## config.mk

```make
export PLATFORM = sky130hd
export DESIGN_NAME = seg7_scan
export DESIGN_NICKNAME = d
export VERILOG_FILES = /design/src/rtl/seg7_scan.sv
export SDC_FILE = /design/constraint.sdc
export NUM_CORES = 1
export LEC_CHECK = 0
export CAP_MARGIN = 20
export CELL_PAD_IN_SITES_DETAIL_PLACEMENT = 2
export CELL_PAD_IN_SITES_GLOBAL_PLACEMENT = 2
export CORE_MARGIN = 8
export CORE_UTILIZATION = 39
export CTS_CLUSTER_SIZE = 10
export DETAILED_ROUTE_END_ITERATION = 12
export HOLD_SLACK_MARGIN = 0.15
export PLACE_DENSITY_LB_ADDON = 0.2
export SYNTH_ARGS = -nofsm -noshare
export SYNTH_HDL_FRONTEND = slang
export SYNTH_SLANG_ARGS = --single-unit
```

## constraint.sdc

```tcl
create_clock -name clk -period 6.1 [get_ports clk]
set_clock_uncertainty 0.2 [all_clocks]
set_input_delay 1.22 -clock clk [delete_from_list [all_inputs] [get_ports clk]]
set_output_delay 1.22 -clock clk [all_outputs]
set_load 0.02 [all_outputs]
```

## src/rtl/seg7_scan.sv

```systemverilog
// seg7_scan: time-multiplexed hex seven-segment driver with shadowed digit data, dp and blank masks.
// Latency: load -> display 1 cycle; index -> an/seg/dp 1 cycle; frame rises with an[0] after each wrap.
// Backpressure: none; load is accepted every cycle and never stalls or restarts the scan.
module seg7_scan #(
    parameter int DIGITS         = 4,
    parameter int DIV            = 50000,
    parameter int SEG_ACTIVE_LOW = 0,
    parameter int AN_ACTIVE_LOW  = 1,
    parameter int LEADING_BLANK  = 1
) (
    input  logic                clk,
    input  logic                rst_n,
    input  logic                load,
    input  logic [4*DIGITS-1:0] value,
    input  logic [DIGITS-1:0]   dp_in,
    input  logic [DIGITS-1:0]   blank_in,
    output logic [6:0]          seg,
    output logic                dp,
    output logic [DIGITS-1:0]   an,
    output logic                frame
);
    localparam int CW = (DIV > 1) ? $clog2(DIV) : 1;
    localparam int IW = (DIGITS > 1) ? $clog2(DIGITS) : 1;
    localparam logic [CW-1:0] CNT_LAST = CW'(DIV - 1);
    localparam logic [IW-1:0] IDX_LAST = IW'(DIGITS - 1);
    localparam logic SEG_INV = (SEG_ACTIVE_LOW != 0);
    localparam logic AN_INV  = (AN_ACTIVE_LOW != 0);
    localparam logic LB_EN   = (LEADING_BLANK != 0);
    localparam logic MULTI   = (DIGITS > 1);

    logic [4*DIGITS-1:0] value_sh;
    logic [DIGITS-1:0]   dp_sh;
    logic [DIGITS-1:0]   blank_sh;
    logic [CW-1:0]       cnt;
    logic                tick;
    logic [IW-1:0]       idx;
    logic                wrap;
    logic                frame_pend;
    logic [DIGITS-1:0]   zero_from;
    logic [3:0]          nib;
    logic                cur_blank;
    logic [6:0]          seg_lit;
    logic                dp_lit;
    logic [DIGITS-1:0]   an_lit;

    // Segment order a..g maps to bits 6..0.
    function automatic logic [6:0] hex_to_seg(input logic [3:0] h);
        logic [6:0] s;
        case (h)
            4'h0:    s = 7'h7E;
            4'h1:    s = 7'h30;
            4'h2:    s = 7'h6D;
            4'h3:    s = 7'h79;
            4'h4:    s = 7'h33;
            4'h5:    s = 7'h5B;
            4'h6:    s = 7'h5F;
            4'h7:    s = 7'h70;
            4'h8:    s = 7'h7F;
            4'h9:    s = 7'h7B;
            4'hA:    s = 7'h77;
            4'hB:    s = 7'h1F;
            4'hC:    s = 7'h4E;
            4'hD:    s = 7'h3D;
            4'hE:    s = 7'h4F;
            default: s = 7'h47;
        endcase
        return s;
    endfunction

    always_ff @(posedge clk or negedge rst_n) begin
        if (!rst_n) begin
            value_sh <= '0;
            dp_sh    <= '0;
            blank_sh <= '0;
        end else if (load) begin
            value_sh <= value;
            dp_sh    <= dp_in;
            blank_sh <= blank_in;
        end
    end

    assign tick = (cnt == CNT_LAST);
    assign wrap = tick && (idx == IDX_LAST);

    always_ff @(posedge clk or negedge rst_n) begin
        if (!rst_n) begin
            cnt <= '0;
            idx <= '0;
        end else begin
            cnt <= tick ? '0 : cnt + CW'(1);
            if (tick) begin
                idx <= wrap ? '0 : idx + IW'(1);
            end
        end
    end

    // zero_from[i] is set when nibbles i..DIGITS-1 are all zero.
    always_comb begin
        zero_from = '0;
        zero_from[DIGITS-1] = (value_sh[4*DIGITS-1 -: 4] == 4'h0);
        for (int i = DIGITS - 2; i >= 0; i--) begin
            zero_from[i] = (value_sh[4*i +: 4] == 4'h0) && zero_from[i+1];
        end
    end

    assign nib       = value_sh[{idx, 2'b00} +: 4];
    assign cur_blank = blank_sh[idx] | (LB_EN & (idx != '0) & zero_from[idx]);
    assign seg_lit   = cur_blank ? 7'h00 : hex_to_seg(nib);
    assign dp_lit    = ~cur_blank & dp_sh[idx];
    assign an_lit    = cur_blank ? '0 : (DIGITS'(1) << idx);

    // frame is delayed one extra edge so it lines up with an[0] in the output register.
    always_ff @(posedge clk or negedge rst_n) begin
        if (!rst_n) begin
            seg        <= {7{SEG_INV}};
            dp         <= SEG_INV;
            an         <= {DIGITS{AN_INV}};
            frame_pend <= 1'b0;
            frame      <= 1'b0;
        end else begin
            seg        <= seg_lit ^ {7{SEG_INV}};
            dp         <= dp_lit ^ SEG_INV;
            an         <= an_lit ^ {DIGITS{AN_INV}};
            frame_pend <= wrap & MULTI;
            frame      <= frame_pend;
        end
    end

endmodule

```

# Word-level counts from Yosys, hierarchy flattened
# Memories as Yosys holds them, arrays and structs flattened.
# Index checks and enable logic that the tools add are counted.
[word_totals]
regBits = 56
mem_bits_ro = 112
input_bits = 27
out_inout_bits = 13
word_cells = 42
n_memories = 1
[mem_list]
columns = ["name", "words", "word_bits", "rd", "rd_clocked_by_memory_dff", "wr", "line_no", "text"]
rows = [
  ["(name not given)", 16, 7, 1, 0, 0, "49", "case (h)"],
]
[classes]
addsub = 2
magnitude_cmp = 1
eq_ne = 2
shift = 2
muxes = 10
n_bitwise = 5
n_reduce_logical = 9
[op_table]
columns = ["op", "count"]
rows = [
  ["16-bit by 1-bit adder with 16-bit output (second input constant)", 1],
  ["16-bit == test (second input constant)", 1],
  ["4-bit zero test", 4],
  ["16-bit two-way mux", 1],
  ["16-bit by 5-bit variable part select with 4-bit output", 1],
  ["7-bit two-way mux", 1],
  ["1-bit binary-select mux with 2-bit select", 3],
  ["1-bit logical AND", 4],
  ["4-bit two-way mux", 1],
  ["4-bit NOT", 1],
  ["1-bit by 2-bit left shift with 4-bit output (first input constant)", 1],
  ["2-bit by 3-bit < comparator with 1-bit output (second input constant)", 1],
  ["1-bit two-way mux", 3],
  ["2-bit by 1-bit adder with 2-bit output (second input constant)", 1],
  ["1-bit bitwise AND", 2],
  ["2-bit == test (second input constant)", 1],
  ["2-bit two-way mux", 1],
  ["2-bit nonzero test", 1],
  ["1-bit NOT", 1],
  ["1-bit OR", 1],
]

# Longest topological paths before layout
[logic_depth]
depth_word = 10
ltp_mapped = 8
mapped_depth_nobuf = 6

# Worst setup path before layout
# Ideal clock, no wire load.
[synth_path]
path_type = "in2reg"
start = "input load"
end = "register blank_sh[1]"
setup_time_ns = 0.125
t_arrival_ns = 2.138
t_required_ns = 5.775
path_slack_ns = 3.637
cell_stages = 3
n_path_buf = 2
path_cell_list = "clkbuf_1 clkbuf_1 mux2_2"
[synth_lines]
columns = ["item", "line_no", "text"]
rows = [
  ["start, declared", "13", "input logic load,"],
  ["end signal, assigned", "78", "blank_sh <= blank_in;"],
  ["end, declared", "33", "logic [DIGITS-1:0] blank_sh;"],
]
# No word-level cell between the ends.

# Final worst setup path
[layout_path]
start = "register idx[0]"
end = "register dp"
[layout_via]
elab_chain_len = 6
word_cells_on_any_way = 11
classes_between = "mux: 6; bitwise: 4; reduce/logical: 1"
[layout_lines]
columns = ["item", "line_no", "text"]
rows = [
  ["start, declared", "36", "logic [IW-1:0] idx;"],
  ["start signal, assigned", "92", "idx <= wrap ? '0 : idx + IW'(1);"],
  ["1-bit binary-select mux with 2-bit select", "107", "assign cur_blank = blank_sh[idx] | (LB_EN & (idx != '0) & zero_from[idx]);"],
  ["1-bit two-way mux (not written as such)", "107", ""],
  ["1-bit bitwise AND", "107", ""],
  ["1-bit OR", "107", ""],
  ["1-bit NOT", "109", "assign dp_lit = ~cur_blank & dp_sh[idx];"],
  ["1-bit bitwise AND (*)", "109", ""],
  ["net dp_lit", "43", "logic dp_lit;"],
  ["end signal, assigned", "122", "dp <= dp_lit ^ SEG_INV;"],
  ["end, declared", "18", "output logic dp,"],
]
# Mark *: on every way through the listed nets, which the timed path passes. The rest lies on a longest branch. The select of a mux whose other input is x is not followed.
# A chain may end at the register's enable or synchronous reset.

==> results.md <==
* Status: completed
* Highest routed layer: met4
* Top delay family on crit path: flip-flops
* GP Congestion at 0.690
* Critical R2R Launch: idx[0]$_DFFE_PN0N_
* Setup TNS after final layout at 0 ps
* Core ar. at 6830 µm²
* CTS tree: yes
* Crit-path cells: clkinv_1 > ha_1 > or4_1 > a311oi_1 > a31o_2 > nor2b_1
* Max_cap viols at 0
* Yosys warnings at 0
* Fillers at 703
* CP max stage delay at 650 ps
* Post-Syn Nets at 259
* Final wirelength at 6420 µm
* Clk sink count at 56
* Tmin final at 2880 ps
* Slew headroom at 31.8%
* Sequential share of the synthesized area at 50.7%
* Routed WL per cell at 18.0 µm
* Clock Tree Buf Depth at 2
* Leak at 1.35 nW
* WHS Endpoint: frame$_DFF_PN0_
* Area growth syn-to-layout at 20.0%
* Pre-CTS WS at 2940 ps
* Post-CTS setup buffers at 0
* CP max FO at 11
* WP data arrival at 2870 ps
* CP Class: flip-flop to flip-flop
* Layout cells sized above 1 at 18.5%
* DR pass1 iterations at 2
* Fin. Hold Viols at 0
* Fraction of registers with async set/reset at 100%
* Vias in the first global route at 2179
* Clock latency on the worst-skew pair at 310 ps
* Vias/cell at 5.22
* Clock root buffer: clkbuf_8
* Final HPWL DP at 4640 µm
* Grt ovf at 0
* WL met1 at 2830 µm
* First-pass GRT wire length at 11100 µm
* Cells after synthesis at 221
* FP Rows at 30
* CTS buffer count at 5
* R2r setup slk at 3220 ps
* Cell taking the most area after synthesis: dfrtp_1
* Post-route setup slack at 3220 ps
* Final Cycle Share at 47.3%
* Cts hold-fix bufs at 0
* Avg Inst Size Synth at 12.6 µm²
* Synth Register Bits at 56
* Fmax at 347 MHz
* WL met3 at 233 µm
* Synth cell types at 46
* Die W at 100 µm
* Post-Syn Area at 2780 µm²
* Critical path endpoint category: flip-flop
* CP Data Required Time at 6090 ps
* Final setup fails at 0
* Ports at 40
* Final Max Tran Viols at 0
* Via count at 1859
* ANT cells at 0
* PortBufs at 39
* Detailed Route Iter0 Violations at 39
* Synth top area share at 46.9%
* Post-route DRC at 0
* Min-delay src: frame_pend$_DFF_PN0_
* H-tree level count at 2
* Post-route ant nets at 0
* Initial antenna violation count at 0
* Top-count cell post-synth: dfrtp_1
* Gr usage total at 14.0%
* Worst hold path stage count at 0
* R2R depth at 6
* Worst path bufs/invs at 1
* Critical Path Start Type: flip-flop
* Main synth FF type: dfrtp_1
* Worst slew pin tran at 1020 ps
* Pwr Density at 233 nW/µm²
* Reg2reg end: dp$_DFF_PN0_
* Die Ht at 100 µm
* Die area at 10100 µm²
* Multi-input logic area at 1270 µm²
* Sequential Area at 1410 µm²
* Met2 Wirelength at 3280 µm
* Largest net degree at the start of global routing at 57
* Post-synth EDFFs at 0
* Top cells by count, synth: dfrtp_1 (52), mux2_2 (26), nor2_1 (13)
* Hold crit path type: flip-flop to flip-flop
* Slowest-stage cell, CP: dfrtp_1
* Starting Density at 40.6%
* Synth area leaders: dfrtp_1 (47%), mux2_2 (11%), ha_1 (5.0%)
* Peak VDD IR at 0.147 mV
* Post-CTS Resized at 0
* RSZ-0062 raised after global routing: no
* Final net count at 298
* Clock Pin Slew Worst Setup and Hold Paths at 100 ps
==> state kept, by name (all words and copies together) (netlist names) <==
signal,count
dp_sh,4
idx,2
dp,1
seg,7
cnt,16
blank_sh,4
an,4
frame,1
frame_pend,1
value_sh,16
==> metrics by stage <==
stage	std cells	power, mW	util (%)	instance area (µm²)	hold slack, ps
global placement	349	0.544	47.2	3230	132
global route	356	0.819	48.7	3330	184
CTS	356	0.793	48.7	3330	176
detailed placement	349	0.549	47.2	3230	152
floorplan	221	0.491	-	2780	131
finish	356	0.777	48.7	3330	170
==> power breakdown <==
part / switching, mW / total, mW / internal, mW
Sequential: 0.0153 / 0.411 / 0.396
Clock: 0.116 / 0.236 / 0.121
Combinational: 0.0624 / 0.130 / 0.0671
==> final cells by class <==
type	instances	area share [%]
Clock buffer	6	2.18
Clock inverter	1	0.902
Inverter	10	1.13
Multi-Input combinational cell	147	38.1
Sequential cell	56	42.2
Tap cell	96	3.61
Timing Repair Buffer	40	11.8
==> per-layer routing <==
layer	vias to the layer above	track usage [%]
met5	-	0
met4	0	4.19
met3	5	3.74
met2	33	23.2
met1	954	17.2
li1	867	-
==> worst max-delay path by stage <==
stage,cells past startpoint,slack [ps],end,start
after floorplan,3,3640,blank_sh[1]$_DFFE_PN0P_,load
after global placement,2,2930,value_sh[10]$_DFFE_PN0P_,load
after detailed placement,2,2940,dp_sh[3]$_DFFE_PN0P_,load
after CTS,6,3150,dp$_DFF_PN0_,idx[0]$_DFFE_PN0N_
after global routing,6,2950,seg[6]$_DFF_PN0_,idx[0]$_DFFE_PN0N_
final,6,3220,dp$_DFF_PN0_,idx[0]$_DFFE_PN0N_
==> cells by family after synthesis <==
group | Yosys count | synth area share [%]
AO/OA/AOI/OAI | 24 | 6.45
AND/OR/NAND/NOR | 60 | 12.3
multiplexers | 39 | 17.9
XOR/XNOR | 13 | 4.10
adder cells (fa/ha/maj) | 11 | 4.96
flip-flops | 56 | 50.7
buffers and inverters | 18 | 3.56
==> layout by cell type, fill, tap and decap left out, drive strengths merged, types with 5 or more instances in the layout <==
cell type      count
dfrtp             52
clkdlybuf4s50     38
mux2              26
nor2              13
ha                11
inv                9
nand2              8
xnor2              8
mux2i              8
o21ai              7
clkbuf             6
mux4               5
xor2               5
Power figures use the tool's default switching activity.
